$ cat src/rtl/memxfer_pkg.sv
// Shared FSM state codes and transform op-codes for the memory transfer engine.
package memxfer_pkg;

    localparam logic [1:0] ST_IDLE  = 2'd0;
    localparam logic [1:0] ST_RUN   = 2'd1;
    localparam logic [1:0] ST_DRAIN = 2'd2;
    localparam logic [1:0] ST_DONE  = 2'd3;

    localparam logic [1:0] OP_PASS = 2'd0;
    localparam logic [1:0] OP_ADD  = 2'd1;
    localparam logic [1:0] OP_XOR  = 2'd2;
    localparam logic [1:0] OP_SUB  = 2'd3;

endpackage

$ cat src/rtl/memxfer_alu.sv
// Combinational word transform (pass/add/xor/sub); zero latency, no flow control.
// MEMXFER_SAT_EN makes add clamp at all-ones and sub clamp at zero instead of wrapping.
module memxfer_alu
    import memxfer_pkg::*;
#(
    parameter int DATA_W = 8
) (
    input  logic [1:0]        op_sel,
    input  logic [DATA_W-1:0] op_k,
    input  logic [DATA_W-1:0] din,
    output logic [DATA_W-1:0] dout
);

    logic [DATA_W-1:0] add_res;
    logic [DATA_W-1:0] sub_res;

`ifdef MEMXFER_SAT_EN
    logic [DATA_W:0] add_ext;
    logic [DATA_W:0] sub_ext;

    // The extra MSB is the carry for add and the borrow for sub.
    always_comb begin
        add_ext = {1'b0, din} + {1'b0, op_k};
        sub_ext = {1'b0, din} - {1'b0, op_k};
        add_res = add_ext[DATA_W] ? '1 : add_ext[DATA_W-1:0];
        sub_res = sub_ext[DATA_W] ? '0 : sub_ext[DATA_W-1:0];
    end
`else
    assign add_res = din + op_k;
    assign sub_res = din - op_k;
`endif

    always_comb begin
        dout = din;
        case (op_sel)
            OP_PASS: dout = din;
            OP_ADD:  dout = add_res;
            OP_XOR:  dout = din ^ op_k;
            OP_SUB:  dout = sub_res;
            default: dout = din;
        endcase
    end

endmodule

$ cat src/rtl/memxfer_engine.sv
// Block copy src RAM -> transform -> dst RAM; first write RD_LAT+2 cycles after start, done at len+RD_LAT+2.
// No backpressure: one read per cycle while running; MEMXFER_SAT_EN selects saturating add/sub.
module memxfer_engine
    import memxfer_pkg::*;
#(
    parameter int DATA_W = 8,
    parameter int ADDR_W = 10,
    parameter int RD_LAT = 1
) (
    input  logic              clk,
    input  logic              reset_n,
    input  logic              start,
    input  logic              abort,
    input  logic [ADDR_W-1:0] src_base,
    input  logic [ADDR_W-1:0] dst_base,
    input  logic [ADDR_W:0]   len,
    input  logic [1:0]        op_sel,
    input  logic [DATA_W-1:0] op_k,
    output logic              rd_en,
    output logic [ADDR_W-1:0] rd_addr,
    input  logic [DATA_W-1:0] rd_data,
    output logic              wr_en,
    output logic [ADDR_W-1:0] wr_addr,
    output logic [DATA_W-1:0] wr_data,
    output logic              busy,
    output logic              done,
    output logic [ADDR_W:0]   xfer_cnt
);

    localparam logic [ADDR_W:0] CNT_ONE = (ADDR_W+1)'(1);

    logic [1:0]        state_q, state_d;
    logic [ADDR_W-1:0] src_q, src_d;
    logic [ADDR_W-1:0] dst_q, dst_d;
    logic [ADDR_W:0]   len_q, len_d;
    logic [1:0]        op_q, op_d;
    logic [DATA_W-1:0] k_q, k_d;
    logic [ADDR_W:0]   rd_idx_q, rd_idx_d;
    logic [RD_LAT-1:0] vpipe_q, vpipe_d;
    logic              wr_en_q, wr_en_d;
    logic [ADDR_W-1:0] wr_addr_q, wr_addr_d;
    logic [DATA_W-1:0] wr_data_q, wr_data_d;
    logic [ADDR_W:0]   xfer_q, xfer_d;

    logic              active;
    logic              rd_fire;
    logic              ret_vld;
    logic [DATA_W-1:0] alu_out;

    assign active  = (state_q == ST_RUN) || (state_q == ST_DRAIN);
    assign rd_fire = (state_q == ST_RUN);
    assign ret_vld = vpipe_q[RD_LAT-1];

    memxfer_alu #(
        .DATA_W(DATA_W)
    ) u_alu (
        .op_sel(op_q),
        .op_k  (k_q),
        .din   (rd_data),
        .dout  (alu_out)
    );

    always_comb begin
        state_d   = state_q;
        src_d     = src_q;
        dst_d     = dst_q;
        len_d     = len_q;
        op_d      = op_q;
        k_d       = k_q;
        rd_idx_d  = rd_idx_q;
        wr_en_d   = 1'b0;
        wr_addr_d = wr_addr_q;
        wr_data_d = wr_data_q;
        xfer_d    = xfer_q;

        vpipe_d[0] = rd_fire;
        for (int i = 1; i < RD_LAT; i++) begin
            vpipe_d[i] = vpipe_q[i-1];
        end

        // Returning word: the write index is simply the number of writes issued so far.
        if (ret_vld && active && !abort) begin
            wr_en_d   = 1'b1;
            wr_addr_d = dst_q + xfer_q[ADDR_W-1:0];
            wr_data_d = alu_out;
            xfer_d    = xfer_q + CNT_ONE;
        end

        case (state_q)
            ST_IDLE: begin
                if (start) begin
                    src_d    = src_base;
                    dst_d    = dst_base;
                    len_d    = len;
                    op_d     = op_sel;
                    k_d      = op_k;
                    rd_idx_d = '0;
                    xfer_d   = '0;
                    state_d  = (len == '0) ? ST_DONE : ST_RUN;
                end
            end
            ST_RUN: begin
                if (abort) begin
                    state_d = ST_DONE;
                    vpipe_d = '0;
                end else begin
                    rd_idx_d = rd_idx_q + CNT_ONE;
                    if (rd_idx_q == len_q - CNT_ONE) begin
                        state_d = ST_DRAIN;
                    end
                end
            end
            ST_DRAIN: begin
                // Stale valids would otherwise leak into the next job after an abort.
                if (abort) begin
                    state_d = ST_DONE;
                    vpipe_d = '0;
                end else if (vpipe_q == '0 && xfer_q == len_q) begin
                    state_d = ST_DONE;
                end
            end
            ST_DONE: begin
                state_d = ST_IDLE;
            end
            default: begin
                state_d = ST_IDLE;
            end
        endcase
    end

    always_ff @(posedge clk or negedge reset_n) begin
        if (!reset_n) begin
            state_q   <= ST_IDLE;
            src_q     <= '0;
            dst_q     <= '0;
            len_q     <= '0;
            op_q      <= '0;
            k_q       <= '0;
            rd_idx_q  <= '0;
            vpipe_q   <= '0;
            wr_en_q   <= 1'b0;
            wr_addr_q <= '0;
            wr_data_q <= '0;
            xfer_q    <= '0;
        end else begin
            state_q   <= state_d;
            src_q     <= src_d;
            dst_q     <= dst_d;
            len_q     <= len_d;
            op_q      <= op_d;
            k_q       <= k_d;
            rd_idx_q  <= rd_idx_d;
            vpipe_q   <= vpipe_d;
            wr_en_q   <= wr_en_d;
            wr_addr_q <= wr_addr_d;
            wr_data_q <= wr_data_d;
            xfer_q    <= xfer_d;
        end
    end

    assign rd_en    = rd_fire;
    assign rd_addr  = src_q + rd_idx_q[ADDR_W-1:0];
    assign wr_en    = wr_en_q;
    assign wr_addr  = wr_addr_q;
    assign wr_data  = wr_data_q;
    assign busy     = active;
    assign done     = (state_q == ST_DONE);
    assign xfer_cnt = xfer_q;

endmodule

$ cat config.mk
export PLATFORM = sky130hd
export DESIGN_NAME = memxfer_engine
export DESIGN_NICKNAME = d
export VERILOG_FILES = /design/src/rtl/memxfer_pkg.sv /design/src/rtl/memxfer_alu.sv /design/src/rtl/memxfer_engine.sv
export SDC_FILE = /design/constraint.sdc
export NUM_CORES = 1
export LEC_CHECK = 0
export BUFFER_PORTS_ARGS = -buffer_cell sky130_fd_sc_hd__clkbuf_2
export CAP_MARGIN = 5
export CORE_ASPECT_RATIO = 1.5
export CORE_UTILIZATION = 40
export CTS_CLUSTER_DIAMETER = 60
export DETAILED_ROUTE_END_ITERATION = 10
export HOLD_SLACK_MARGIN = 0.05
export PLACE_DENSITY = 0.61
export REMOVE_ABC_BUFFERS = 1
export SLEW_MARGIN = 10
export SYNTH_ARGS = -nofsm -noshare
export SYNTH_HDL_FRONTEND = slang
export SYNTH_SLANG_ARGS = --single-unit
$ cat constraint.sdc
create_clock -name clk -period 3 [get_ports clk]
set_input_delay 0.15 -clock clk [delete_from_list [all_inputs] [get_ports clk]]
set_output_delay 0.15 -clock clk [all_outputs]
set_load 0.01 [all_outputs]
---- Yosys cells after proc, flatten, opt, wreduce, memory -nomap -nowiden ----
Cells that the tools add are included.
storage, ports and cells
  input bits .............................. 53
  memory bits (writable) .................. 0
  word-level logic and storage cells ...... 62
  bits in read-only memories .............. 0
  register bits after elaboration ......... 85
  memories ................................ 0
  bits in latches ......................... 0
operators by class
  reductions and logical operators ........ 12
  $mul .................................... 0
  bitwise logic cells ..................... 2
  eq/ne operators ......................... 12
  shift-type cells ........................ 0
  div/mod/pow operators ................... 0
  magnitude comparators ................... 0
  multiplexer cells ....................... 17
  add/subtract/negate cells ............... 7
operator list
  kind                   number
  $mux 11                5
  $pmux 8 s4             1
  $add 11x1->11 const B  2
  $eq 11x11->1           2
  $pmux 11 s2            1
  $add 10x10->10         2
  $mux 2                 6
  $logic_not 11->1       1
  $sub 11x1->11 const B  1
  $add 8x8->8            1
  $eq 2x2->1 const B     4
  $pmux 2 s4             1
  $sub 8x8->8            1
  $xor 8x8->8            1
  $ne 3x2->1 const B     2
  $reduce_and 3->1       2
  $eq 2x1->1 const B     2
  $logic_not 2->1        2
  $ne 2x2->1 const B     2
  $logic_and 1x1->1      3
  $mux 1                 3
  $reduce_and 2->1       1
  $reduce_bool 2->1      1
  $logic_not 1->1        1
  2 further kinds        2

---- Longest topological paths before layout ----
Gate-level depths: netlist (run 1).
  depth in word-level cells ............... 7
  depth in mapped cells ................... 13

---- Cells and area by module ----
A second synthesis (run 1) with hierarchy kept.
second synthesis, totals
  cells, all modules ...................... 648
  area, all modules ....................... 5,489.0 µm²
modules (own cells, without submodules)
  module          area an instance (µm²)  cells an instance  instances
  memxfer_engine  4,835.9                 552                1
  memxfer_alu     653.1                   96                 1

---- Worst setup path before layout (run 1) ----
No wires, ideal clock.
  path type ............................... register -> register
  start point ............................. register op_q[0]
  end point ............................... register wr_data_q[7], in the netlist wr_data[7]
  arrival ................................. 2.393 ns
  setup slack ............................. 0.471 ns
  stages on the path, launching flop included .. 13
  period minus slack after synthesis ...... 2.529 ns
  data required time ...................... 2.864 ns
  library setup time ...................... 0.136 ns
  cells stage by stage .................... dfrtp_1 clkbuf_1 nand2_1 mux2i_1 ha_1 nor2b_1 o21ai_0 a21oi_1 o41ai_1 xnor2_1 a21oi_1 xor2_1 o21ai_0
on the way
  cells in the longest elaborated chain, start to end .. 2
ends and longest elaborated chain
  item                                RTL line               text
  start, declared                     memxfer_engine.sv:36   logic [1:0] op_q, op_d;
  start signal, assigned              memxfer_engine.sv:150  op_q <= op_d;
  $eq 2x2->1 (tied with other cells)  memxfer_alu.sv:35      case (op_sel)
  $pmux 8 s4 *                        memxfer_alu.sv:35
  end signal, assigned                memxfer_engine.sv:156  wr_data_q <= wr_data_d;
  end, declared                       memxfer_engine.sv:42   logic [DATA_W-1:0] wr_data_q, wr_data_d;
Every way passes the cells marked *; elsewhere a longest branch is shown, timed or not.
A chain may end at the register's enable or synchronous reset.

---- Worst setup path in the final report (run 1) ----
  start point ............................. register rd_idx_q[1]
  end point ............................... output port rd_addr[9]
on the way
  cells in the longest elaborated chain, start to end .. 1
ends and longest elaborated chain
  item                    RTL line               text
  start, declared         memxfer_engine.sv:38   logic [ADDR_W:0] rd_idx_q, rd_idx_d;
  start signal, assigned  memxfer_engine.sv:152  rd_idx_q <= rd_idx_d;
  $add 10x10->10          memxfer_engine.sv:162  assign rd_addr = src_q + rd_idx_q[ADDR_W-1:0];
  end, declared           memxfer_engine.sv:20   output logic [ADDR_W-1:0] rd_addr,
Every way passes these cells.

==> summary.txt, run 1 <==
Critical path
  • Slowest library cell on the worst path: dfrtp_1
  • Critical Path Start: rd_idx_q[1]
  • Required @ worst endpoint: 2.85 ns
  • Crit path DAT: 2.67 ns
  • Critical path peak fanout: 5
  • CP Capture Type: output pin
  • Most used cell, CP: a21oi_1
  • Startpoint Class: flip-flop
  • R2r setup slk: 0.34 ns
  • Critical path type: flip-flop to output pin
  • Worst path buffer plus inverter count: 1
  • Delay-heaviest family, CP: compound AO/OA/AOI/OAI gates
  • Critical path cell sequence: ha_1 -> a21o_1 -> a21oi_1 -> o21bai_1 -> a21oi_1 -> o21ai_0 -> a21o_1 -> a21oi_1 -> xnor2_1 -> clkbuf_2
  • Reg-to-reg critical path startpoint: k_q[1]
  • Peak per-stage delay on the critical path: 0.45 ns
  • R2R Path End: wr_data[7]
  • Worst Reg-to-Reg Cells: 12

Worst hold path
  • Hold crit path type: input pin to flip-flop
  • Min-Delay Endpoint: len_q[0]
  • Hold_sp: len[0]
  • Hold Crit Depth: 3

Floorplan
  • DIE AREA: 13600 um^2
  • IO Pins: 96
  • Height of the chip: 142 um
  • Initial Util: 0.414
  • Core ar.: 12600 um^2
  • Std-Cell Rows: 50
  • Die X: 95.4 um

Clocking
  • CTS Sinks: 85
  • Setup bufs post-CTS: 0
  • CTS max path bufs: 2
  • CTS tree: built
  • CTS HTree Levels: 3
  • CTS buffer count: 9
  • Clock Latency Late Sink: 0.33 ns
  • Worst-path clk slew: 0.06 ns
  • Clock root buffer: clkbuf_16

Global routing
  • Vias in the first global route: 4599
  • Largest net degree at the start of global routing: 40
  • Initial antenna violation count: 0
  • GR Overflow Total: 0
  • Overall routing resource usage: 0.201
  • First-pass GRT wire length: 21.1 mm

Finish
  • Antenna diodes: 0
  • Final nets: 832
  • Area delta synth->final: 25.4%
  • Area of the multi-input gates: 2920 um^2
  • Filler instances: 1200
  • FF+latch area: 2130 um^2
  • Layout cells sized above 1: 0.176

Placement
  • Port Buffer Count: 95
  • Final HPWL DP: 9.33 mm
  • GPL Wtd Cong: 0.824

Yosys
  • Syn Area/Cell: 8.57 um^2
  • Post-synthesis cell count: 611
  • Yosys Warn Count: 0
  • Post-synth EDFFs: 0
  • Distinct cells, synth: 53
  • Ys flop type: dfrtp_1
  • Share of flip-flops with an asynchronous set or reset: 1.00
  • Mapped cell area: 5240 um^2
  • FF+latch count, synth: 85
  • Part of the Yosys area used for sequential elements: 0.406

Timing
  • Highest clock rate: 354 MHz
  • Slew @ Worst Pin: 0.747 ns
  • Tcrit/Tclk final: 0.942
  • Clk_skew: 0.00728 ns
  • Final Hold Viols: 0
  • Sum Neg Setup Slack: 0 ns
  • RSZ-0062 raised after global routing: no
  • Final min period: 2.82 ns
  • Final slew viol count: 0
  • Final-report setup violation count: 0
  • Slew headroom: 0.502

Power
  • Leak: 3.33 nW
  • Peak supply drop: 0.472 mV
  • Pwr Total: 6.14 mW
  • Cell Pwr Density: 935 nW/um^2

Routing
  • DRT iter0 DRCs: 109
  • Router iterations before antenna repair: 4
  • Vias per Instance: 5.11
  • Drt drc: 0
  • Antenna viol nets, final: 0
  • Avg WL per Cell: 14.0 um
  • Routed wire length: 12.6 mm
  • Via count: 4610

Run
  • Max-cap viol count: 0

Status
  • Status: completed
tightest hold or removal path: stages:
cell and delay [ns]:
clkbuf_2 0.10, nand2_1 0.05, o21ai_0 0.06
power breakdown:
group	total, mW	internal, mW	switching, mW
logic	3.13	1.42	1.71
clock network	1.02	0.576	0.441
registers	1.99	1.57	0.416
flip-flops by register name, summed over array words and instances, names as in the netlist:
name,count
k_q,8
ret_vld,1
wr_en,1
wr_addr,10
dst_q,10
len_q,11
state_q,2
rd_idx_q,11
wr_data,8
src_q,10
op_q,2
xfer_cnt,11
Yosys cell counts, drive strengths merged, types with 2 or more instances:
cell type / instances / area share
nand2: 168 / 0.12
dfrtp: 85 / 0.41
o21ai: 42 / 0.040
xor2: 42 / 0.070
nor2: 35 / 0.025
ha: 34 / 0.081
xnor2: 31 / 0.052
a21oi: 26 / 0.025
inv: 23 / 0.016
clkbuf: 22 / 0.016
a21o: 10 / 0.014
nand4: 8 / 0.0096
nor3: 7 / 0.0067
nor4: 7 / 0.0096
and3: 6 / 0.0072
nor2b: 6 / 0.0072
buf: 4 / 0.0038
nand3: 4 / 0.0038
o41ai: 4 / 0.0067
or3: 4 / 0.0048
fa: 3 / 0.011
o311ai: 3 / 0.0050
o31ai: 3 / 0.0043
and2: 2 / 0.0024
and4: 2 / 0.0036
nand2b: 2 / 0.0024
nor4b: 2 / 0.0033
o211ai: 2 / 0.0029
o21bai: 2 / 0.0029
o22ai: 2 / 0.0024
or2: 2 / 0.0024
final cells by class:
cell class | count | share of cell area
Inverter | 23 | 0.0132
Multi-Input combinational cell | 477 | 0.446
Tap cell | 156 | 0.0297
Timing Repair Buffer | 146 | 0.146
Clock inverter | 4 | 0.00381
Clock buffer | 11 | 0.0370
Sequential cell | 85 | 0.324
logic make-up after synthesis:
kind of cell,count (synthesis),share of synthesized area
AOI/OAI and AO/OA,105,0.122
xor gates and xnor gates,73,0.122
adders and majority gates,37,0.0927
buffers and inverters,49,0.0361
DFF,85,0.406
muxes,2,0.00406
and+or+nand+nor,260,0.216
layout by cell type (no fill, tap or decap), types with 22 or more instances in the layout:
cell,n
dfrtp_1,84
xnor2_1,31
inv_1,22
xor2_1,42
nor2_1,35
ha_1,34
clkbuf_2,94
nand2_1,168
dlygate4sd3_1,40
o21ai_0,41
a21oi_1,26
worst max-delay path by stage:
stage / endpoint / slack, ns / cells after the start
5_1_grt: rd_addr[9] / 0.02 / 10
3_5_place_dp: wr_data[7] / 0.29 / 12
3_3_place_gp: wr_data[7] / 0.39 / 12
6_report: rd_addr[9] / 0.18 / 10
4_1_cts: rd_addr[8] / 0.06 / 11
2_1_floorplan: wr_data[7] / 0.42 / 11
routing by layer:
layer | track usage | part of all wire | vias to the layer above
li1 | - | - | 2311
met1 | 0.221 | 0.41 | 2180
met2 | 0.370 | 0.53 | 98
met3 | 0.0347 | 0.033 | 21
met4 | 0.0833 | 0.028 | 0
met5 | 0 | 0 | -
stage by stage:
| stage | utilization | area (um^2) | instances | worst slack (ns) | hold slack (ns) |
|---|---|---|---|---|---|
| 3_5_place_dp | 0.466 | 5890 | 847 | 0.287 | 0.0845 |
| 2_1_floorplan | - | 5130 | 585 | 0.423 | -0.146 |
| 5_1_grt | 0.519 | 6560 | 902 | 0.0167 | 0.0790 |
| 3_3_place_gp | 0.466 | 5890 | 847 | 0.390 | 0.0854 |
| 6_report | 0.519 | 6560 | 902 | 0.175 | 0.0687 |
| 4_1_cts | 0.519 | 6560 | 902 | 0.0623 | 0.0513 |
what timing repair did:
action                     CTS  global route
gates resized for setup      0             3
hold endpoints to repair    63             0
setup endpoints to repair    0             3
hold buffers                40             0
Note: power is estimated with default switching activity, not from simulation.
==> inputs of run 2 (changes only) <==
Settings changed: CORE_UTILIZATION 40 to 50, MAX_ROUTING_LAYER set to met4, PLACE_DENSITY 0.61 to 0.73.
==> summary.txt, run 2 (same netlist as run 1, synthesis figures left out) <==
Routing
  • Antenna viol nets, final: 0 (unchanged)
  • Router iterations before antenna repair: 4 (unchanged)
  • Avg WL per Cell: 14.2 um (was 14.0 um)
  • Drt drc: 0 (unchanged)
  • DRT iter0 DRCs: 198 (was 109)
  • Vias per Instance: 5.33 (was 5.11)
  • Routed wire length: 12.2 mm (was 12.6 mm)
  • Via count: 4558 (was 4610)

Global routing
  • GR Overflow Total: 0 (unchanged)
  • Met2 Resource Use GR: 0.439 (was 0.370)
  • Overall routing resource usage: 0.250 (was 0.201)
  • Largest net degree at the start of global routing: 86 (was 40)
  • Vias in the first global route: 4665 (was 4599)
  • First-pass GRT wire length: 21.0 mm (was 21.1 mm)
  • Met3 Use GR: 0.0439 (was 0.0347)
  • Grt peak-use layer: met2 (unchanged)
  • Global Route met1 Usage: 0.281 (was 0.221)
  • Initial antenna violation count: 0 (unchanged)

Power
  • Cell Pwr Density: 965 nW/um^2 (was 935 nW/um^2)
  • Pwr Total: 6.25 mW (was 6.14 mW)
  • Leak: 3.30 nW (was 3.33 nW)
  • Peak supply drop: 0.580 mV (was 0.472 mV)

Clocking
  • Setup bufs post-CTS: 0 (unchanged)
  • CTS Sinks: 85 (unchanged)
  • CTS tree: built (unchanged)
  • CTS max path bufs: 2 (unchanged)
  • Clock Latency Late Sink: 0.34 ns (was 0.33 ns)
  • CTS HTree Levels: 3 (unchanged)
  • CTS buffer count: 9 (unchanged)
  • Worst-path clk slew: 0.06 ns (about the same)
  • Clock root buffer: clkbuf_16 (unchanged)

Timing
  • Final worst slack: 0.210 ns (was 0.175 ns)
  • Final Hold Viols: 0 (unchanged)
  • Final-report setup violation count: 0 (unchanged)
  • Sum Neg Setup Slack: 0 ns (unchanged)
  • Hold slack final: 0.00151 ns (was 0.0687 ns)
  • Slew @ Worst Pin: 1.06 ns (was 0.747 ns)
  • Clk_skew: 0.00656 ns (was 0.00728 ns)
  • Tcrit/Tclk final: 0.930 (was 0.942)
  • Final slew viol count: 0 (unchanged)
  • RSZ-0062 raised after global routing: no (unchanged)
  • Final min period: 2.79 ns (was 2.82 ns)
  • Slew headroom: 0.292 (was 0.502)
  • Highest clock rate: 358 MHz (was 354 MHz)

Floorplan
  • IO Pins: 96 (unchanged)
  • Core ar.: 10100 um^2 (was 12600 um^2)
  • Height of the chip: 127 um (was 142 um)
  • Die X: 85.5 um (was 95.4 um)
  • Std-Cell Rows: 45 (was 50)
  • Initial Util: 0.517 (was 0.414)
  • DIE AREA: 10900 um^2 (was 13600 um^2)

Finish
  • Most frequent cells in the layout: nand2_1 (168), clkbuf_2 (94), dfrtp_1 (84) (unchanged)
  • Layout cells sized above 1: 0.173 (was 0.176)
  • Filler instances: 835 (was 1200)
  • Post-Layout Inst Area: 6480 um^2 (was 6560 um^2)
  • FF+latch area: 2130 um^2 (unchanged)
  • Area delta synth->final: 23.7% (was 25.4%)
  • Commonest non-fill, non-tap cell in the layout: nand2_1 (unchanged)
  • Final nets: 823 (was 832)
  • Area of the multi-input gates: 2930 um^2 (was 2920 um^2)
  • Antenna diodes: 0 (unchanged)

Placement
  • Final HPWL DP: 8.57 mm (was 9.33 mm)
  • GPL Wtd Cong: 0.934 (was 0.824)
  • Dpl ws: 0.241 ns (was 0.287 ns)
  • Port Buffer Count: 95 (unchanged)
  • Placed cell area: 5800 um^2 (was 5890 um^2)

Critical path
  • Required @ worst endpoint: 2.85 ns (about the same)
  • Startpoint Class: flip-flop (unchanged)
  • Critical path type: flip-flop to output pin (unchanged)
  • Crit path DAT: 2.64 ns (was 2.67 ns)
  • R2R Path End: wr_data[7] (unchanged)
  • Critical path peak fanout: 5 (unchanged)
  • Critical Path Start: rd_idx_q[1] (unchanged)
  • CP Capture Type: output pin (unchanged)
  • Reg-to-reg critical path startpoint: k_q[0] (was k_q[1])
  • R2r setup slk: 0.28 ns (was 0.34 ns)
  • Worst Reg-to-Reg Cells: 12 (unchanged)

Run
  • Max-cap viol count: 0 (unchanged)

Worst hold path
  • Hold crit path type: input pin to async pin (was input pin to flip-flop)

Status
  • Status: completed (unchanged)
[run 2: cell types whose count changed in the layout (fill, tap and decap cells not counted), sizes merged]
cell,before,now
dlygate4sd3,40,37
clkinv,2,1
buf,12,6
bufinv,0,1
clkinvlp,2,4
clkbuf,105,103
inv,23,24
[run 2: what timing repair did]
item / CTS / global route
endpoints found under the setup margin: 0 / 3
resized for setup: 0 / 3
hold endpoints to repair: 37 / 0
hold buffers: 37 / 0
[run 2: worst max path at each step]
stage                  to
2_1_floorplan  wr_data[7]
4_1_cts        rd_addr[9]
6_report       rd_addr[9]
5_1_grt        rd_addr[9]
3_3_place_gp   wr_data[7]
3_5_place_dp   wr_data[7]
[run 2: metrics by stage]
step                std cells   util
floorplan                 585      -
global placement          802  0.572
detailed placement        802  0.572
CTS                       855  0.638
global route              855  0.639
finish                    855  0.639
[run 2: critical path: stages (launching register included)]
cell	delay, ns
dfrtp_1	0.46
ha_1	0.31
a21o_1	0.19
a21oi_2	0.18
o21bai_1	0.09
a21oi_1	0.24
o21ai_0	0.19
a21o_1	0.21
a21oi_1	0.16
xnor2_1	0.13
clkbuf_2	0.15
[run 2: cell type report]
cell class	count	area share
clock buffers	9	0.0348
repair buffers	137	0.137
clock inverters	7	0.0114
well taps	117	0.0226
flip-flops and latches	85	0.329
inverters	23	0.0133
multi-input cells	477	0.453
[run 2: per-layer routing]
| layer | up-vias | share of wire |
|---|---|---|
| met5 | - | 0 |
| li1 | 2295 | - |
| met4 | 0 | 0.032 |
| met1 | 2114 | 0.42 |
| met3 | 35 | 0.033 |
| met2 | 114 | 0.52 |
[run 2: where the power goes]
group          total, mW  internal (mW)  switching, mW
Clock               1.12          0.646          0.470
Combinational       3.13           1.40           1.74
Sequential          2.00           1.57          0.427
Total               6.25           3.62           2.63
==> inputs of run 3 (changes only) <==
==> constraint.sdc (replaced) <==
create_clock -name clk -period 3 [get_ports clk]
set_input_delay 0.6 -clock clk [delete_from_list [all_inputs] [get_ports clk]]
set_output_delay 0.6 -clock clk [all_outputs]
set_load 0.01 [all_outputs]
==> summary.txt, run 3 (same netlist as run 1, synthesis figures left out) <==
Timing
  • Clk_skew: 0.00452 ns (was 0.00656 ns)
  • Highest clock rate: 340 MHz (was 358 MHz)
  • Final min period: 2.94 ns (was 2.79 ns)
  • Slew headroom: 0.296 (was 0.292)
  • Final-report setup violation count: 0 (unchanged)
  • Tcrit/Tclk final: 0.980 (was 0.930)
  • RSZ-0062 raised after global routing: yes (was no)
  • Final worst slack: 0.0586 ns (was 0.210 ns)
  • Slew @ Worst Pin: 1.06 ns (about the same)
  • Final Hold Viols: 0 (unchanged)
  • Final slew viol count: 0 (unchanged)
  • Hold slack final: 0.426 ns (was 0.00151 ns)
  • Sum Neg Setup Slack: 0 ns (unchanged)

Finish
  • Commonest non-fill, non-tap cell in the layout: nand2_1 (unchanged)
  • Post-Layout Inst Area: 6200 um^2 (was 6480 um^2)
  • Layout cells sized above 1: 0.197 (was 0.173)
  • Antenna diodes: 0 (unchanged)
  • Final nets: 792 (was 823)
  • Area delta synth->final: 18.5% (was 23.7%)
  • Most frequent cells in the layout: nand2_1 (168), clkbuf_2 (93), dfrtp_1 (85) (was nand2_1 (168), clkbuf_2 (94), dfrtp_1 (84))
  • Util after Layout: 0.612 (was 0.639)

Power
  • Peak supply drop: 0.576 mV (was 0.580 mV)
  • Leak: 3.21 nW (was 3.30 nW)
  • Cell Pwr Density: 1020 nW/um^2 (was 965 nW/um^2)

Global routing
  • Vias in the first global route: 4510 (was 4665)
  • Largest net degree at the start of global routing: 86 (unchanged)
  • First-pass GRT wire length: 19.8 mm (was 21.0 mm)
  • Overall routing resource usage: 0.235 (was 0.250)
  • GR Overflow Total: 0 (unchanged)
  • Initial antenna violation count: 0 (unchanged)

Routing
  • Routed met3 length: 382 um (was 405 um)
  • Drt drc: 0 (unchanged)
  • Routed wire length: 11.7 mm (was 12.2 mm)
  • Antenna viol nets, final: 0 (unchanged)
  • DRT iter0 DRCs: 144 (was 198)
  • Metal2 WL: 6.26 mm (was 6.32 mm)
  • Highest metal used: met4 (unchanged)
  • Router iterations before antenna repair: 4 (unchanged)
  • Avg WL per Cell: 14.2 um (about the same)
  • Met1 wire length: 4.79 mm (was 5.06 mm)
  • Via count: 4442 (was 4558)
  • Vias per Instance: 5.39 (was 5.33)

Critical path
  • Delay-heaviest family, CP: compound AO/OA/AOI/OAI gates (unchanged)
  • Worst path buffer plus inverter count: 1 (unchanged)
  • Startpoint Class: flip-flop (unchanged)
  • Peak per-stage delay on the critical path: 0.40 ns (was 0.46 ns)
  • Required @ worst endpoint: 2.40 ns (was 2.85 ns)
  • Critical path peak fanout: 3 (was 5)
  • Most used cell, CP: a21oi_2
  • Critical path type: flip-flop to output pin (unchanged)
  • Crit path DAT: 2.34 ns (was 2.64 ns)
  • CP Capture Type: output pin (unchanged)
  • Critical path cell sequence: ha_1 -> a21o_1 -> a21oi_2 -> o21bai_1 -> a21oi_2 -> o21ai_2 -> a21o_1 -> a21oi_2 -> xnor2_1 -> buf_2 (was ha_1 -> a21o_1 -> a21oi_2 -> o21bai_1 -> a21oi_1 -> o21ai_0 -> a21o_1 -> a21oi_1 -> xnor2_1 -> clkbuf_2)
  • Slowest library cell on the worst path: dfrtp_1 (unchanged)

Clocking
  • Clock root buffer: clkbuf_16 (unchanged)
  • Worst-path clk slew: 0.06 ns (about the same)
  • CTS buffer count: 9 (unchanged)
  • CTS HTree Levels: 3 (unchanged)
  • CTS tree: built (unchanged)
  • Clock Latency Late Sink: 0.34 ns (about the same)
  • Post-CTS Hold Fix Bufs: 0 (was 37)
  • CTS Sinks: 85 (unchanged)
  • CTS max path bufs: 2 (unchanged)

Placement
  • Final HPWL DP: 8.47 mm (was 8.57 mm)
  • Dpl ws: 0.0889 ns (was 0.241 ns)
  • Placed cell area: 5810 um^2 (was 5800 um^2)
  • Port Buffer Count: 95 (unchanged)
  • GPL Wtd Cong: 0.885 (was 0.934)

Worst hold path
  • Hold crit path type: input pin to async pin (unchanged)

Floorplan
  • DIE AREA: 10900 um^2 (unchanged)
  • Die X: 85.5 um (unchanged)
  • Initial Util: 0.517 (unchanged)
  • IO Pins: 96 (unchanged)
  • Height of the chip: 127 um (unchanged)
  • Std-Cell Rows: 45 (unchanged)
  • Core ar.: 10100 um^2 (unchanged)

Run
  • Max-cap viol count: 0 (unchanged)

Status
  • Status: completed (unchanged)
==> run 3: where the power goes <==
part / switching, mW / leakage [nW] / internal [mW]
combinational: 1.75 / 1.96 / 1.41
clock: 0.444 / 0.163 / 0.772
sequential: 0.403 / 1.09 / 1.57
==> run 3: per-layer routing <==
layer  GRT usage  up-vias
met2       0.429       93
li1            -     2241
met1       0.248     2090
met5           -        -
met4       0.107        0
met3      0.0329       18
==> run 3: layout make-up <==
| type | count | area, um^2 |
|---|---|---|
| Fill cell | 900 | 3930 |
| Multi-Input combinational cell | 477 | 2960 |
| Sequential cell | 85 | 2130 |
| Timing Repair Buffer | 106 | 561 |
| Clock buffer | 12 | 256 |
| Tap cell | 117 | 146 |
| Inverter | 23 | 86.3 |
| Clock inverter | 4 | 70.1 |
==> run 3: stage by stage <==
stage,cells,power [mW]
finish,824,6.35
floorplan,585,4.17
detailed placement,804,5.07
global route,824,6.88
CTS,823,6.35
global placement,804,4.94
==> run 3: final timing paths <==
kind | start | endpoint | slack, ns | cells after the start
min | reset_n | src_q[9] | 0.43 | 1
min in group clk | op_k[6] | k_q[6] | 0.45 | 3
max in group asynchronous | reset_n | k_q[0] | 1.88 | 1
max | rd_idx_q[1] | rd_addr[9] | 0.06 | 10
min reg2reg | wr_data[2] | wr_data[2] | 0.47 | 2
max reg2reg | k_q[1] | wr_data[7] | 0.29 | 12
==> run 3: repair_timing <==
| action | 4_1_cts | 5_1_grt |
|---|---|---|
| buffers inserted | 3 | 1 |
| pin swaps | 3 | 11 |
| setup endpoints to repair | 2 | 4 |
| resized for setup | 5 | 7 |
